==> src/rtl/keypad_scan_pkg.sv <==
// Shared definitions for the 4x4 keypad scanner: FSM states, frame results and key identifiers.
package keypad_scan_pkg;

    typedef enum logic [1:0] {
        StIdle,
        StPressDeb,
        StHeld,
        StRelDeb
    } state_e;

    typedef enum logic [1:0] {
        FrNone,
        FrSingle,
        FrMulti
    } frame_e;

    localparam logic [3:0] KEY_STAR  = 4'hE;
    localparam logic [3:0] KEY_SHARP = 4'hF;

    // Keypad layout: r0 "123A", r1 "456B", r2 "789C", r3 "*0#D".
    function automatic logic [3:0] key_map(input logic [1:0] row, input logic [1:0] col);
        logic [3:0] code;
        code = 4'h0;
        case ({row, col})
            4'd0:    code = 4'h1;
            4'd1:    code = 4'h2;
            4'd2:    code = 4'h3;
            4'd3:    code = 4'hA;
            4'd4:    code = 4'h4;
            4'd5:    code = 4'h5;
            4'd6:    code = 4'h6;
            4'd7:    code = 4'hB;
            4'd8:    code = 4'h7;
            4'd9:    code = 4'h8;
            4'd10:   code = 4'h9;
            4'd11:   code = 4'hC;
            4'd12:   code = KEY_STAR;
            4'd13:   code = 4'h0;
            4'd14:   code = KEY_SHARP;
            default: code = 4'hD;
        endcase
        return code;
    endfunction

endpackage

==> src/rtl/keypad_scan_if.sv <==
// Keypad-side signals and key event outputs of the scanner.
interface keypad_scan_if;

    logic [3:0] row_in;
    logic [3:0] col_out;
    logic       key_valid;
    logic [3:0] key_code;
    logic       star;
    logic       sharp;

    modport master (
        output row_in,
        input  col_out,
        input  key_valid,
        input  key_code,
        input  star,
        input  sharp
    );

    modport slave (
        input  row_in,
        output col_out,
        output key_valid,
        output key_code,
        output star,
        output sharp
    );

endinterface

==> src/rtl/sync_2ff.sv <==
// Two-flop synchronizer for asynchronous inputs, cleared by the synchronous reset.
module sync_2ff #(
    parameter int unsigned          WIDTH     = 4,
    parameter logic [WIDTH-1:0]     RESET_VAL = '0
) (
    input  logic             clk,
    input  logic             rst,
    input  logic [WIDTH-1:0] i_d,
    output logic [WIDTH-1:0] o_q
);

    logic [WIDTH-1:0] r_meta;
    logic [WIDTH-1:0] r_sync;

    always_ff @(posedge clk) begin
        if (rst) begin
            r_meta <= RESET_VAL;
            r_sync <= RESET_VAL;
        end else begin
            r_meta <= i_d;
            r_sync <= r_meta;
        end
    end

    assign o_q = r_sync;

endmodule

==> src/rtl/keypad_scan.sv <==
// 4x4 matrix keypad scanner with frame-based debounce and single-shot key events.
module keypad_scan #(
    parameter int unsigned SCAN_DIV = 4,
    parameter int unsigned DEBOUNCE = 3
) (
    input  logic         clk,
    input  logic         rst,
    keypad_scan_if.slave kp
);

    import keypad_scan_pkg::*;

    localparam logic [15:0] DwellLast = 16'(SCAN_DIV - 1);
    localparam logic [3:0]  DebCount  = 4'(DEBOUNCE);

    logic [3:0]  w_row;
    logic [15:0] r_dwell;
    logic [1:0]  r_col;
    logic        w_col_end;
    logic        w_frame_end;

    sync_2ff #(
        .WIDTH    (4),
        .RESET_VAL(4'hF)
    ) u_sync (
        .clk(clk),
        .rst(rst),
        .i_d(kp.row_in),
        .o_q(w_row)
    );

    assign w_col_end   = (r_dwell == DwellLast);
    assign w_frame_end = w_col_end && (r_col == 2'd3);

    always_ff @(posedge clk) begin
        if (rst) begin
            r_dwell <= '0;
            r_col   <= '0;
        end else if (w_col_end) begin
            r_dwell <= '0;
            r_col   <= r_col + 2'd1;
        end else begin
            r_dwell <= r_dwell + 16'd1;
        end
    end

    assign kp.col_out = ~(4'b0001 << r_col);

    // Per-column hit count; hit count is saturated at 2 across the frame (2 means MULTI).
    logic [2:0] w_col_hits;
    logic [1:0] w_hit_row;
    logic [1:0] r_hits;
    logic [3:0] r_key;
    logic [2:0] w_hits_sum;
    logic [1:0] w_hits_acc;
    logic [3:0] w_key_acc;
    frame_e     w_frame;

    always_comb begin
        w_col_hits = '0;
        w_hit_row  = '0;
        for (int i = 0; i < 4; i++) begin
            if (!w_row[i]) begin
                w_col_hits = w_col_hits + 3'd1;
                w_hit_row  = 2'(i);
            end
        end
    end

    assign w_hits_sum = {1'b0, r_hits} + w_col_hits;
    assign w_hits_acc = (w_hits_sum > 3'd2) ? 2'd2 : w_hits_sum[1:0];
    assign w_key_acc  = (w_col_hits == 3'd1) ? key_map(w_hit_row, r_col) : r_key;
    assign w_frame    = (w_hits_acc == 2'd0) ? FrNone :
                        (w_hits_acc == 2'd1) ? FrSingle : FrMulti;

    always_ff @(posedge clk) begin
        if (rst || w_frame_end) begin
            r_hits <= '0;
            r_key  <= '0;
        end else if (w_col_end) begin
            r_hits <= w_hits_acc;
            r_key  <= w_key_acc;
        end
    end

    state_e     r_state;
    state_e     w_state_next;
    logic [3:0] r_cnt;
    logic [3:0] w_cnt_next;
    logic [3:0] r_cand;
    logic [3:0] w_cand_next;
    logic       w_accept;

    always_ff @(posedge clk) begin
        if (rst) begin
            r_state <= StIdle;
            r_cnt   <= '0;
            r_cand  <= '0;
        end else begin
            r_state <= w_state_next;
            r_cnt   <= w_cnt_next;
            r_cand  <= w_cand_next;
        end
    end

    always_comb begin
        w_state_next = r_state;
        w_cnt_next   = r_cnt;
        w_cand_next  = r_cand;
        w_accept     = 1'b0;
        if (w_frame_end) begin
            unique case (r_state)
                StIdle: begin
                    if (w_frame == FrSingle) begin
                        w_cand_next = w_key_acc;
                        w_cnt_next  = 4'd1;
                        if (DEBOUNCE <= 1) begin
                            w_accept     = 1'b1;
                            w_state_next = StHeld;
                        end else begin
                            w_state_next = StPressDeb;
                        end
                    end
                end
                StPressDeb: begin
                    if (w_frame != FrSingle) begin
                        w_state_next = StIdle;
                    end else if (w_key_acc == r_cand) begin
                        w_cnt_next = r_cnt + 4'd1;
                        if (w_cnt_next >= DebCount) begin
                            w_accept     = 1'b1;
                            w_state_next = StHeld;
                        end
                    end else begin
                        w_cand_next = w_key_acc;
                        w_cnt_next  = 4'd1;
                    end
                end
                StHeld: begin
                    if (w_frame == FrNone) begin
                        w_cnt_next   = 4'd1;
                        w_state_next = (DEBOUNCE <= 1) ? StIdle : StRelDeb;
                    end
                end
                StRelDeb: begin
                    if (w_frame == FrNone) begin
                        w_cnt_next = r_cnt + 4'd1;
                        if (w_cnt_next >= DebCount) begin
                            w_state_next = StIdle;
                        end
                    end else begin
                        w_state_next = StHeld;
                    end
                end
                default: w_state_next = StIdle;
            endcase
        end
    end

    logic       r_key_valid;
    logic       r_star;
    logic       r_sharp;
    logic [3:0] r_key_code;
    logic       w_is_star;
    logic       w_is_sharp;

    assign w_is_star  = (w_key_acc == KEY_STAR);
    assign w_is_sharp = (w_key_acc == KEY_SHARP);

    always_ff @(posedge clk) begin
        if (rst) begin
            r_key_valid <= 1'b0;
            r_star      <= 1'b0;
            r_sharp     <= 1'b0;
            r_key_code  <= '0;
        end else begin
            r_key_valid <= w_accept && !w_is_star && !w_is_sharp;
            r_star      <= w_accept && w_is_star;
            r_sharp     <= w_accept && w_is_sharp;
            if (w_accept && !w_is_star && !w_is_sharp) begin
                r_key_code <= w_key_acc;
            end
        end
    end

    assign kp.key_valid = r_key_valid;
    assign kp.star      = r_star;
    assign kp.sharp     = r_sharp;
    assign kp.key_code  = r_key_code;

endmodule

==> src/flat_wrapper.sv <==
// flat-port wrapper written by rule: the top's interface ports become plain ports
module keypad_scan_flat import keypad_scan_pkg::*;
#(
    parameter int unsigned SCAN_DIV = 4,
    parameter int unsigned DEBOUNCE = 3
)
  (clk, rst, kp_row_in, kp_col_out, kp_key_valid, kp_key_code, kp_star, kp_sharp);
  keypad_scan_if kp_i ();
  input  logic clk;
  input  logic rst;
  input wire logic [$bits(kp_i.row_in)-1:0] kp_row_in;
  output wire logic [$bits(kp_i.col_out)-1:0] kp_col_out;
  output wire logic [$bits(kp_i.key_valid)-1:0] kp_key_valid;
  output wire logic [$bits(kp_i.key_code)-1:0] kp_key_code;
  output wire logic [$bits(kp_i.star)-1:0] kp_star;
  output wire logic [$bits(kp_i.sharp)-1:0] kp_sharp;
  assign kp_i.row_in = kp_row_in;
  assign kp_col_out = kp_i.col_out;
  assign kp_key_valid = kp_i.key_valid;
  assign kp_key_code = kp_i.key_code;
  assign kp_star = kp_i.star;
  assign kp_sharp = kp_i.sharp;
  keypad_scan #(.SCAN_DIV(SCAN_DIV), .DEBOUNCE(DEBOUNCE)) u_core (.clk(clk), .rst(rst), .kp(kp_i));
endmodule
==> config.mk <==
export PLATFORM = sky130hd
export DESIGN_NAME = keypad_scan_flat
export DESIGN_NICKNAME = d
export VERILOG_FILES = /design/src/rtl/keypad_scan_pkg.sv /design/src/rtl/keypad_scan_if.sv /design/src/rtl/sync_2ff.sv /design/src/rtl/keypad_scan.sv /design/src/flat_wrapper.sv
export SDC_FILE = /design/constraint.sdc
export NUM_CORES = 1
export LEC_CHECK = 0
export ABC_AREA = 1
export BUFFER_PORTS_ARGS = -buffer_cell sky130_fd_sc_hd__buf_2
export CORE_MARGIN = 2
export CORE_UTILIZATION = 55
export DETAILED_ROUTE_END_ITERATION = 16
export PLACE_DENSITY_LB_ADDON = 0.25
export SKIP_CTS_REPAIR_TIMING = 1
export SLEW_MARGIN = 40
export SYNTH_ARGS = -nofsm -noshare
export SYNTH_HDL_FRONTEND = slang
export SYNTH_SLANG_ARGS = --single-unit
==> constraint.sdc <==
create_clock -name clk -period 6 [get_ports clk]
set_input_delay 1.8 -clock clk [delete_from_list [all_inputs] [get_ports clk]]
set_output_delay 1.8 -clock clk [all_outputs]
set_load 0.05 [all_outputs]
# == After elaboration in Yosys (flattened, before gate mapping) ==
# Memories as Yosys holds them, arrays and structs flattened.
# Index checks and enable logic that the tools add are counted.
# word_totals
regBits,49
romBits,64
out_inout_bits,11
wordCells,95
mem_count,1
# classes
addsub,7
n_lt_le_gt_ge,2
eq_ne,20
shift,1
mux,34
n_bitwise,1
reduce_logical,16
# mem_list
name,depth,width,rd,rd_clocked_by_memory_dff,wr,line_no,text
(name not given),16,4,1,0,0,keypad_scan_pkg.sv:24,"case ({row, col})"
# op_table
op,count
2-to-1 mux 4 bit,9
2-to-1 mux 2 bit,12
adder 16 x 1 -> 16 bit (second input constant),1
== test 16 x 2 -> 1 bit (second input constant),1
one-hot mux 4 bit (4 select lines),1
AND reduction 5 bit,2
2-to-1 mux 3 bit,3
== test 4 bit (second input constant),2
!= test 2 x 1 -> 1 bit (second input constant),4
one-hot mux 2 bit (4 select lines),1
one-hot mux 4 bit (2 select lines),1
2-to-1 mux 1 bit,7
adder 3 x 1 -> 3 bit (second input constant),2
== test 2 x 1 -> 1 bit (second input constant),3
== test 2 bit (second input constant),3
logical NOT 2 bit,3
!= test 3 x 1 -> 1 bit (second input constant),2
AND reduction 6 bit,1
logical AND 1 bit,5
adder 4 x 1 -> 4 bit (second input constant),1
== test 4 bit,1
greater-or-equal comparator 4 x 2 -> 1 bit (second input constant),1
!= test 2 bit (second input constant),2
NOT 4 bit,1
11 further kinds,12

# == Logic depth before layout (Yosys ltp) ==
# Gate-level depths: netlist of the first run.
# logic_depth
word_depth,19
depth_mapped,23

# == Hierarchy ==
# From an unflattened synthesis of the first run, not the netlist that was laid out.
# hier_totals
hier_cells,434
hier_area_um2,2882.8
# modules_own_cells
mod,n_inst,cells_per_inst,area_per_inst_um2,seq_area_each_um2
keypad_scan,1,409,2658.8,820.8
sync_2ff,1,25,224.0,160.2

# == Worst setup path after synthesis of the first run ==
# No wires, ideal clock.
# synth_timing
kind,register -> register
startpoint,reg u_core.u_sync.r_sync[1] (netlist: u_core.u_sync.o_q[1])
endpoint,reg u_core.r_key_code[1] (netlist: u_core.kp.key_code[1])
arrival_time_ns,2.818
t_required_ns,5.887
path_slack_ns,3.069
path_stages_with_launch,21
n_path_buf,0
synth_period_minus_slack_ns,2.931
cell_sequence,dfxtp_1 > inv_1 > ha_1 > inv_2 > nand2_2 > nand2_1 > ha_1 > or2_1 > nand2_4 > fa_1 > inv_1 > nand2_1 > o21ai_0 > nor2_1 > nand2_1 > nor2_1 > nand2_1 > nor2_1 > nand4_1 > nand2_1 > nor2_1
# synth_via
elab_chain_cells,17
# synth_lines
element,line_no,text
"start, declared",sync_2ff.sv:13,logic [WIDTH-1:0] r_sync;
"start signal, assigned",sync_2ff.sv:21,r_sync <= r_meta;
2-to-1 mux 3 bit,keypad_scan.sv:63,if (!w_row[i]) begin
adder 3 x 1 -> 3 bit,keypad_scan.sv:64,w_col_hits = w_col_hits + 3'd1;
2-to-1 mux 3 bit,keypad_scan.sv:63,
adder 3 x 1 -> 3 bit,keypad_scan.sv:64,
2-to-1 mux 3 bit,keypad_scan.sv:63,
adder 2 x 3 -> 3 bit,keypad_scan.sv:70,"assign w_hits_sum = {1'b0, r_hits} + w_col_hits;"
> comparator 3 x 2 -> 1 bit,keypad_scan.sv:71,assign w_hits_acc = (w_hits_sum > 3'd2) ? 2'd2 : w_hits_sum[1:0];
2-to-1 mux 2 bit,keypad_scan.sv:71,
== test 2 x 1 -> 1 bit,keypad_scan.sv:74,(w_hits_acc == 2'd1) ? FrSingle : FrMulti;
2-to-1 mux 2 bit,keypad_scan.sv:74,
2-to-1 mux 2 bit,keypad_scan.sv:73,assign w_frame = (w_hits_acc == 2'd0) ? FrNone :
!= test 2 x 1 -> 1 bit,keypad_scan.sv:126,if (w_frame != FrSingle) begin
2-to-1 mux 1 bit,keypad_scan.sv:126,
2-to-1 mux 1 bit,keypad_scan.sv:112,unique case (r_state)
2-to-1 mux 1 bit,keypad_scan.sv:111,if (w_frame_end) begin
logical AND 1 bit (2 in series),keypad_scan.sv:180,if (w_accept && !w_is_star && !w_is_sharp) begin
"end signal, assigned",keypad_scan.sv:181,r_key_code <= w_key_acc;
"end, declared",keypad_scan.sv:163,logic [3:0] r_key_code;
# Parallel ways exist; a longest one is shown, timed or not.
# A chain may end at the register's enable or synchronous reset.

# == Worst setup path after layout of the first run ==
# layout_timing
startpoint,reg u_core.r_col[0]
endpoint,out kp_col_out[0]
# layout_via
elab_chain_cells,2
# layout_lines
element,line_no,text
"start, declared",keypad_scan.sv:18,logic [1:0] r_col;
"start signal, assigned",keypad_scan.sv:41,r_col <= r_col + 2'd1;
<< shifter 1 x 2 -> 4 bit,keypad_scan.sv:47,assign kp.col_out = ~(4'b0001 << r_col);
NOT 4 bit,keypad_scan.sv:47,
"end, declared",flat_wrapper.sv:12,output wire logic [$bits(kp_i.col_out)-1:0] kp_col_out;
# Every way passes these cells.

==> results.py, run 1 <==
metrics = {
    "sta": {
        "hold_viol_final": 0,
        "slew_headroom": 0.623,
        "whs_ns": 0.421,
        "max_freq_ghz": 0.304,
        "drv_slew": 0,
        "post-route-period-util": 0.549,
        "rsz0062_at_grt": "false",
        "finalSetupTns_ns": 0,
        "fin_crit_ns": 3.29,
        "setup_viol": 0,
        "finClkSkew_ns": 0.00866,
        "worst_slew_pin_slew_ns": 0.564,
    },
    "worst_setup_path": {
        "worst-path-buf-inv": 3,
        "path_class": "flip-flop to output pin",
        "cp_top_family": "buffers and inverters",
        "cpMostUsedCell": "inv_1",
        "critPathMaxFanout": 7,
        "arrival_ns": 1.49,
        "crit_path_start_kind": "flip-flop",
        "end_kind": "output pin",
        "slowest_delay_ns": 0.45,
        "path_cells": "inv_1, ha_1, inv_1, buf_2",
        "worstReg2RegStart": "u_core.u_sync.o_q[1]$_SDFF_PP1_",
        "crit_start": "u_core.r_col[0]$_SDFFE_PP0N_",
        "worstPathRequired_ns": 4.20,
        "slowest_stage": "dfxtp_1",
    },
    "logic_synthesis": {
        "ys_ff_latch": 49,
        "synth_top_cell_by_area": "dfxtp_1",
        "syn-cell-area_mm2": 0.00304,
        "ys_seq_area_frac": 0.323,
        "synthDistinctLibCells": 35,
        "async_flop_share": 0,
        "synth_common_cells": "100 x nand2_1, 78 x inv_1, 52 x nor2_1",
        "synth_cells": 453,
        "synth.most_common_cell": "nand2_1",
        "netlist_top_cells_area": "dfxtp_1 32%, nand2_1 12%, inv_1 9.6%",
        "ys_warn_count": 0,
        "avgSynthCellArea_um2": 6.71,
        "synth.top_cell.area_share": 0.323,
        "synth_nets": 474,
        "synth_ff_type": "dfxtp_1",
        "synth_edf_count": 0,
    },
    "placed_design": {
        "placed_area_mm2": 0.00318,
        "gp_congestion": 0.804,
        "place_hpwl_mm": 4.64,
        "port_buffers": 16,
    },
    "drt": {
        "route.detailed.drc": 0,
        "vias": 2749,
        "ant_nets": 0,
        "routed_wl_mm": 5.99,
        "drt_iter0_drc": 141,
        "wl_per_cell_um": 11.0,
        "drt_pass1_iterations": 5,
        "routed_via_density": 5.04,
    },
    "clock_tree": {
        "htreeDepth": 2,
        "clk-insertion-delay-late_ns": 0.31,
        "numClockSinks": 49,
        "cts_tree": "yes",
        "path_clk_slew_ns": 0.10,
        "cts_buffers": 5,
        "clockBufferDepth": 2,
        "root_buffer": "clkbuf_8",
    },
    "global_routing": {
        "overflow": 0,
        "grt.total_usage": 0.214,
        "antenna_found_initial": 0,
        "grt_pass1_vias": 2554,
        "grt_pass1_wl_mm": 10.7,
        "grt_start_max_net_pins": 18,
    },
    "floorplanning": {
        "coreArea_mm2": 0.00541,
        "io_pins": 17,
        "dieArea_mm2": 0.00614,
        "die-width_um": 78.4,
        "die_h_um": 78.4,
        "start_util": 0.563,
        "row_count": 27,
    },
    "outcome": {
        "status": "completed",
    },
    "layout": {
        "nNetsFinal": 493,
        "antennaDiodeCount": 0,
        "utilization": 0.610,
        "syn2layout_area_growth_pct": 8.44,
        "fin_area_mm2": 0.00330,
        "drive_gt1_frac": 0.154,
    },
    "power_and_ir_drop": {
        "pwr_density_cell_mw_per_mm2": 218,
        "p_leak_nw": 1.66,
        "vdd_ir_drop_max_v": 0.000139,
    },
    "min_path": {
        "hold_start": "u_core.u_sync.r_meta[2]$_SDFF_PP1_",
        "min_path_type": "flip-flop to flip-flop",
    },
    "flow_run": {
        "max_cap_viol_count": 0,
    },
}
through the flow:
step / worst slack, ns / std cells / total power, mW
finish: 2.71 / 545 / 0.718
global route: 2.44 / 545 / 0.755
CTS: 2.69 / 545 / 0.726
detailed placement: 2.83 / 537 / 0.480
global placement: 2.87 / 537 / 0.477
floorplan: 3.07 / 453 / 0.455
layout make-up:
type                            count  area (µm²)
Sequential cell                    49         981
Clock inverter                      3        47.5
Tap cell                           72        90.1
Multi-Input combinational cell    315        1710
Timing Repair Buffer               16        80.1
Fill cell                         500        2110
Clock buffer                        5        68.8
Inverter                           85         324
flip-flops by register name (all words and copies together), names as in the netlist, 2 cells and up:
register / count
u_core.r_cnt: 4
u_core.r_col: 2
u_core.r_hits: 2
u_core.r_key: 4
u_core.r_dwell: 16
u_core.kp.key_code: 4
u_core.r_cand: 4
u_core.u_sync.r_meta: 4
u_core.u_sync.o_q: 4
u_core.r_state: 2
placed cells by master, fill, tap and decap left out, types with 4 or more instances in the layout:
cell,synthesis,layout
nand2_1,100,100
inv_1,78,78
nor2_1,52,52
a21oi_1,22,22
nor3_1,6,6
inv_2,4,4
nand4_1,10,10
or2_2,8,8
dfxtp_1,49,49
buf_2,0,16
nand2_4,8,8
ha_1,14,14
nand2_2,14,14
nand3_1,39,39
clkbuf_8,0,5
nor2_2,6,6
o21ai_0,15,15
cells by family (layout without fill, tap and decap cells):
logic type | after synthesis | in the layout | share of synthesized area
AND/OR/NAND/NOR | 254 | 254 | 0.414
flip-flops | 49 | 49 | 0.323
buffers and inverters | 89 | 109 | 0.116
AO/OA/AOI/OAI | 43 | 43 | 0.0745
adder cells (fa/ha/maj) | 15 | 15 | 0.0642
XOR/XNOR | 3 | 3 | 0.00864
per-layer routing:
metal / GRT usage / vias up / wire length [µm]
met5: 0 / - / 0
met4: 0.0737 / 0 / 123
met3: 0.0391 / 14 / 258
met2: 0.379 / 68 / 2780
met1: 0.260 / 1220 / 2820
li1: - / 1447 / -
worst reg2reg max path, stage by stage, from the launching register on:
cell and delay [ns]:
dfxtp_1 0.36, inv_1 0.06, ha_1 0.37, inv_2 0.06, nand2_2 0.08, nand2_1 0.05, ha_1 0.28, or2_1 0.14
nand2_4 0.09, fa_1 0.54, inv_1 0.05, nand2_1 0.04, o21ai_0 0.07, nor2_1 0.12, nand2_1 0.11, nor2_1 0.14
nand2_1 0.12, nor2_1 0.18, nand4_1 0.12, nand2_1 0.07, nor2_1 0.05
power by group:
group	internal [mW]	switching [mW]
registers	0.334	0.00742
logic	0.0423	0.0897
clock network	0.127	0.117
total	0.503	0.215
worst paths after layout:
check / slack, ns / endpoint / cells after the start
setup reg to reg: 2.80 / u_core.kp.key_code[1]$_SDFFE_PP0P_ / 20
setup / recovery: 2.71 / kp_col_out[0] / 4
hold / removal: 0.42 / u_core.u_sync.o_q[2]$_SDFF_PP1_ / 1
hold reg to reg: 0.42 / u_core.u_sync.o_q[2]$_SDFF_PP1_ / 1
Note: power is estimated with default switching activity, not from simulation.
==> run 2, diff against run 1 <==
- clock period: 6 -> 2.9 ns (I/O delays scaled with it)
==> run 2 against run 1 <==
The run now ends with negative setup slack left; via count is 1.9% higher; count of clock-buffer cells in the layout rose by 1; wire length up 2.7%; sequential power up 110%; critical path depth rose by 16; clock skew decreased by 0.0054 ns; non-clock buffer count increased by 12; hold slack lost 0.0075 ns; clock power is 110% higher; final area rose by 7.9%; sequential share of layout area is 2.1 points lower; first-iteration DRC count up 1.4%.
==> results.py, run 2 (synthesis results as in run 1) <==
metrics = {
    "outcome": {
        "status": "finished, violations left",
        "violations": "negative setup slack",
    },
    "worst_setup_path": {
        "path_class": "flip-flop to flip-flop",
        "arrival_ns": 3.15,
        "critPathMaxFanout": 3,
        "slowest_delay_ns": 0.52,
        "path_cells": "inv_2, ha_4, inv_4, nand2_4, nand2_4, ha_4, or2_4, nand2_4, fa_1, inv_2, nand2_2, o21ai_2, nor2_2, nand4_1, nor2_2, inv_1, nor2_2, nand2_2, nand2_1, nand2_1",
        "crit_path_start_kind": "flip-flop",
        "slowest_stage": "fa_1",
        "worst-path-buf-inv": 4,
        "worstPathRequired_ns": 3.11,
        "end_kind": "flip-flop",
        "cp_top_family": "simple AND/OR/NAND/NOR gates",
    },
    "power_and_ir_drop": {
        "switching_power_mw": 0.451,
        "pwr_density_cell_mw_per_mm2": 430,
        "p_clk_frac": 0.335,
        "p_leak_nw": 1.70,
        "switching_share": 0.295,
        "pwr-share-seq": 0.460,
        "finalPower_mw": 1.53,
        "vdd_ir_drop_max_v": 0.000227,
        "p_int_mw": 1.08,
        "p_comb_frac": 0.205,
    },
    "floorplanning": {
        "start_util": 0.563,
        "die-width_um": 78.4,
        "coreArea_mm2": 0.00541,
        "io_pins": 17,
        "die_h_um": 78.4,
        "row_count": 27,
        "dieArea_mm2": 0.00614,
    },
    "layout": {
        "syn2layout_area_growth_pct": 17.0,
        "final_cell_mix": "90 x nand2_1, 72 x inv_1, 47 x dfxtp_1",
        "antennaDiodeCount": 0,
        "stdcell_count": 557,
        "largest_register_ffs": 16,
        "utilization": 0.658,
        "fin_area_mm2": 0.00356,
        "nNetsFinal": 505,
        "max_flop_register": "u_core.r_dwell",
        "final_common_cell": "nand2_1",
        "drive_gt1_frac": 0.252,
    },
    "global_routing": {
        "overflow": 0,
        "met3_usage": 0.0356,
        "grt_pass1_wl_mm": 10.4,
        "busiest_layer": "met2",
        "grt_pass1_vias": 2444,
        "met2_usage": 0.352,
        "antenna_found_initial": 0,
        "grt_start_max_net_pins": 16,
        "use_met1": 0.273,
        "grt.total_usage": 0.206,
    },
    "sta": {
        "layout_setup_ws_ns": -0.0414,
        "drv_slew": 0,
        "slew_headroom": 0.709,
        "worst_slew_pin_slew_ns": 0.435,
        "setup_viol": 1,
        "fin_crit_ns": 2.94,
        "max_freq_ghz": 0.340,
        "rsz0062_at_grt": "true",
        "hold_viol_final": 0,
        "finClkSkew_ns": 0.00328,
        "post-route-period-util": 1.01,
    },
    "placed_design": {
        "place_hpwl_mm": 4.60,
        "gp_congestion": 0.856,
        "port_buffers": 16,
        "placed_area_mm2": 0.00328,
        "pre_cts_slack_ns": -0.0971,
        "dp.cells": 549,
    },
    "clock_tree": {
        "cts_tree": "yes",
        "clk-insertion-delay-late_ns": 0.30,
        "path_clk_slew_ns": 0.09,
        "numClockSinks": 49,
        "clockBufferDepth": 2,
        "htreeDepth": 2,
        "cts_buffers": 5,
        "root_buffer": "clkbuf_8",
    },
    "drt": {
        "ant_nets": 0,
        "drt_iter0_drc": 143,
        "vias": 2802,
        "routed_wl_mm": 6.15,
        "wl_per_cell_um": 11.0,
        "route.detailed.drc": 0,
        "routed_via_density": 5.03,
        "drt_pass1_iterations": 5,
    },
    "min_path": {
        "min_path_type": "flip-flop to flip-flop",
    },
    "flow_run": {
        "max_cap_viol_count": 0,
    },
}
-- run 2: cell types whose count changed in the layout (fill, tap and decap cells not counted), moves of 5 or more --
cell / delta
nand2_2: +6
inv_1: -6
nor2_2: +5
nor2_1: -8
buf_4: +11
nand2_1: -10
-- run 2: area by class of cell --
class | instances | area (µm²)
flip-flops and latches | 49 | 983
multi-input cells | 315 | 1860
inverters | 85 | 329
well taps | 72 | 90.1
clock inverters | 2 | 37.5
repair buffers | 28 | 174
clock buffers | 6 | 82.6
fillers | 486 | 1850
-- run 2: power groups by stage --
| stage | Sequential (mW) | Clock [mW] | Combinational [mW] |
|---|---|---|---|
| final | 0.705 | 0.513 | 0.314 |
| after global routing | 0.707 | 0.547 | 0.352 |
| after CTS | 0.704 | 0.527 | 0.287 |
| after detailed placement | 0.720 | 0 | 0.286 |
| after global placement | 0.719 | 0 | 0.281 |
| after floorplan | 0.716 | 0 | 0.227 |
-- run 2: final timing paths --
check                                          start                                  to  slack [ns]  depth (start not counted)
setup / recovery     u_core.u_sync.o_q[1]$_SDFF_PP1_  u_core.kp.key_code[0]$_SDFFE_PP0P_       -0.04                         20
hold / removal    u_core.u_sync.r_meta[0]$_SDFF_PP1_     u_core.u_sync.o_q[0]$_SDFF_PP1_        0.41                          1
setup reg to reg     u_core.u_sync.o_q[1]$_SDFF_PP1_  u_core.kp.key_code[0]$_SDFFE_PP0P_       -0.04                         20
hold reg to reg   u_core.u_sync.r_meta[0]$_SDFF_PP1_     u_core.u_sync.o_q[0]$_SDFF_PP1_        0.41                          1
-- run 2: metrics by stage --
step	TNS, ns	hold slack, ns
after floorplan	0	0.389
final	-0.0414	0.414
after detailed placement	-0.624	0.394
after CTS	-0.955	0.415
after global placement	-0.103	0.394
after global routing	-1.70	0.436
-- run 2: worst reg2reg max path: stages (launching register included) --
cell and delay, ns:
dfxtp_2 0.34, inv_2 0.05, ha_4 0.28, inv_4 0.04, nand2_4 0.06, nand2_4 0.05
ha_4 0.26, or2_4 0.11, nand2_4 0.05, fa_1 0.52, inv_2 0.04, nand2_2 0.05
o21ai_2 0.05, nor2_2 0.14, nand4_1 0.16, nor2_2 0.22, inv_1 0.07, nor2_2 0.13
nand2_2 0.10, nand2_1 0.07, nand2_1 0.04
-- run 2: routing by layer --
layer  share of wire  vias to the layer above
met3           0.028                        8
li1                -                     1471
met1            0.48                     1276
met5               0                        -
met4           0.013                        0
met2            0.48                       47
==> run 3, diff against run 2 <==
- CORE_ASPECT_RATIO: not set -> 0.7
==> run 3 against run 2 <==
The flow still finishes with violations (negative setup slack); sequential cell count unchanged; combinational power up 3%; die area is 0.15% higher; sequential power about the same; hold slack better by 0.0020 ns; sequential share of layout area up 0.39 points; critical path depth unchanged; critical path type unchanged; critical endpoint is now u_core.kp.key_code[3]$_SDFFE_PP0P_; largest power group unchanged; highest routed layer unchanged.
==> results.py, run 3 (synthesis results as in run 1) <==
metrics = {
    "layout": {
        "antennaDiodeCount": 0,
        "max_flop_register": "u_core.r_dwell",
        "drive_gt1_frac": 0.241,
        "final_cell_mix": "92 x nand2_1, 72 x inv_1, 47 x dfxtp_1",
        "syn2layout_area_growth_pct": 15.4,
        "largest_register_ffs": 16,
        "stdcell_count": 562,
        "final_common_cell": "nand2_1",
        "nNetsFinal": 510,
    },
    "clock_tree": {
        "htreeDepth": 2,
        "clockBufferDepth": 2,
        "clk-insertion-delay-late_ns": 0.30,
        "root_buffer": "clkbuf_8",
        "cts_tree": "yes",
        "cts_buffers": 5,
        "numClockSinks": 49,
        "path_clk_slew_ns": 0.09,
    },
    "power_and_ir_drop": {
        "p_clk_frac": 0.331,
        "switching_power_mw": 0.445,
        "switching_share": 0.289,
        "pwr_density_cell_mw_per_mm2": 438,
        "p_comb_frac": 0.211,
        "p_int_mw": 1.09,
        "p_leak_nw": 1.72,
        "vdd_ir_drop_max_v": 0.000275,
        "pwr-share-seq": 0.459,
    },
    "global_routing": {
        "met3_usage": 0.0319,
        "grt_pass1_vias": 2569,
        "grt.total_usage": 0.224,
        "met2_usage": 0.365,
        "antenna_found_initial": 0,
        "grt_pass1_wl_mm": 11.2,
        "overflow": 0,
        "grt_start_max_net_pins": 16,
        "use_met1": 0.316,
        "busiest_layer": "met2",
    },
    "sta": {
        "layout_setup_ws_ns": -0.0637,
        "finClkSkew_ns": 0.00784,
        "max_freq_ghz": 0.337,
        "worst_slew_pin_slew_ns": 0.463,
        "finalSetupTns_ns": -0.459,
        "rsz0062_at_grt": "true",
        "drv_slew": 0,
        "post-route-period-util": 1.02,
        "slew_headroom": 0.689,
        "setup_viol": 11,
        "hold_viol_final": 0,
        "fin_crit_ns": 2.96,
    },
    "outcome": {
        "violations": "negative setup slack",
        "status": "finished, violations left",
    },
    "drt": {
        "route.detailed.drc": 0,
        "ant_nets": 0,
        "routed_via_density": 5.05,
        "wl_per_cell_um": 11.4,
        "vias": 2837,
        "drt_pass1_iterations": 5,
        "routed_wl_mm": 6.43,
        "drt_iter0_drc": 169,
    },
    "floorplanning": {
        "die-width_um": 92.9,
        "io_pins": 17,
        "coreArea_mm2": 0.00529,
        "dieArea_mm2": 0.00615,
        "start_util": 0.575,
        "die_h_um": 66.2,
        "row_count": 22,
    },
    "worst_setup_path": {
        "arrival_ns": 3.17,
        "path_class": "flip-flop to flip-flop",
        "crit_path_start_kind": "flip-flop",
        "cpMostUsedCell": "nand2_1",
        "path_cells": "inv_2, ha_4, inv_2, nand2_2, nand2_1, ha_1, or2_1, nand2_4, fa_1, inv_2, nand2_1, o21ai_1, nor2_1, nand2_1, nor2_2, nand2_2, nor2_4, nand4_1, nand2_1, nor2_1",
        "end_kind": "flip-flop",
        "worstPathRequired_ns": 3.10,
        "critPathMaxFanout": 4,
        "slowest_stage": "fa_1",
        "slowest_delay_ns": 0.53,
    },
    "placed_design": {
        "port_buffers": 16,
        "place_hpwl_mm": 4.78,
        "dp.cells": 549,
        "gp_congestion": 0.824,
    },
    "min_path": {
        "min_path_type": "flip-flop to flip-flop",
    },
    "flow_run": {
        "max_cap_viol_count": 0,
    },
}
-- run 3: cell count changes in the layout (fill, tap and decap cells not counted), sizes merged --
cell | previous run | this run
clkbuf | 6 | 7
buf | 28 | 33
clkinvlp | 1 | 0
-- run 3: final timing paths --
path	slack, ns	startpoint	end	depth (start not counted)
max	-0.06	u_core.u_sync.o_q[1]$_SDFF_PP1_	u_core.kp.key_code[3]$_SDFFE_PP0P_	20
min	0.42	u_core.u_sync.r_meta[1]$_SDFF_PP1_	u_core.u_sync.o_q[1]$_SDFF_PP1_	1
max reg2reg	-0.06	u_core.u_sync.o_q[1]$_SDFF_PP1_	u_core.kp.key_code[3]$_SDFFE_PP0P_	20
min reg2reg	0.42	u_core.u_sync.r_meta[1]$_SDFF_PP1_	u_core.u_sync.o_q[1]$_SDFF_PP1_	1
-- run 3: per-stage QoR --
stage	utilization	hold slack, ns	cell area (µm²)	total power, mW	setup slack [ns]
finish	0.664	0.416	3510	1.54	-0.0637
global route	0.664	0.433	3510	1.60	-0.280
CTS	0.643	0.419	3400	1.51	-0.166
detailed placement	0.621	0.398	3280	1.01	-0.136
global placement	0.621	0.394	3280	0.999	-0.0139
floorplan	-	0.389	3050	0.943	0.0293
-- run 3: worst max-delay path, delay by kind of cell, from the launching register on --
family | cells | cell delay, ns
and+or+nand+nor | 13 | 1.26
adders and majority gates | 3 | 1.07
DFF | 1 | 0.34
buffers and inverters | 3 | 0.14
AOI/OAI and AO/OA | 1 | 0.06
-- run 3: cell type report --
| class | count | area (µm²) |
|---|---|---|
| multi-input cells | 315 | 1790 |
| fillers | 477 | 1780 |
| flip-flops and latches | 49 | 983 |
| inverters | 85 | 324 |
| repair buffers | 33 | 208 |
| well taps | 72 | 90.1 |
| clock buffers | 7 | 86.3 |
| clock inverters | 1 | 30.0 |
-- run 3: routing by layer --
layer / wire length (µm) / share of wire
met3: 298 / 0.046
met4: 49 / 0.0076
met5: 0 / 0
met2: 2800 / 0.44
met1: 3280 / 0.51
-- run 3: power by group through the flow --
stage	Sequential, mW	Combinational (mW)	Clock, mW
floorplan	0.716	0.227	0
global placement	0.719	0.280	0
detailed placement	0.720	0.287	0
CTS	0.704	0.289	0.513
global route	0.707	0.356	0.541
finish	0.704	0.324	0.508
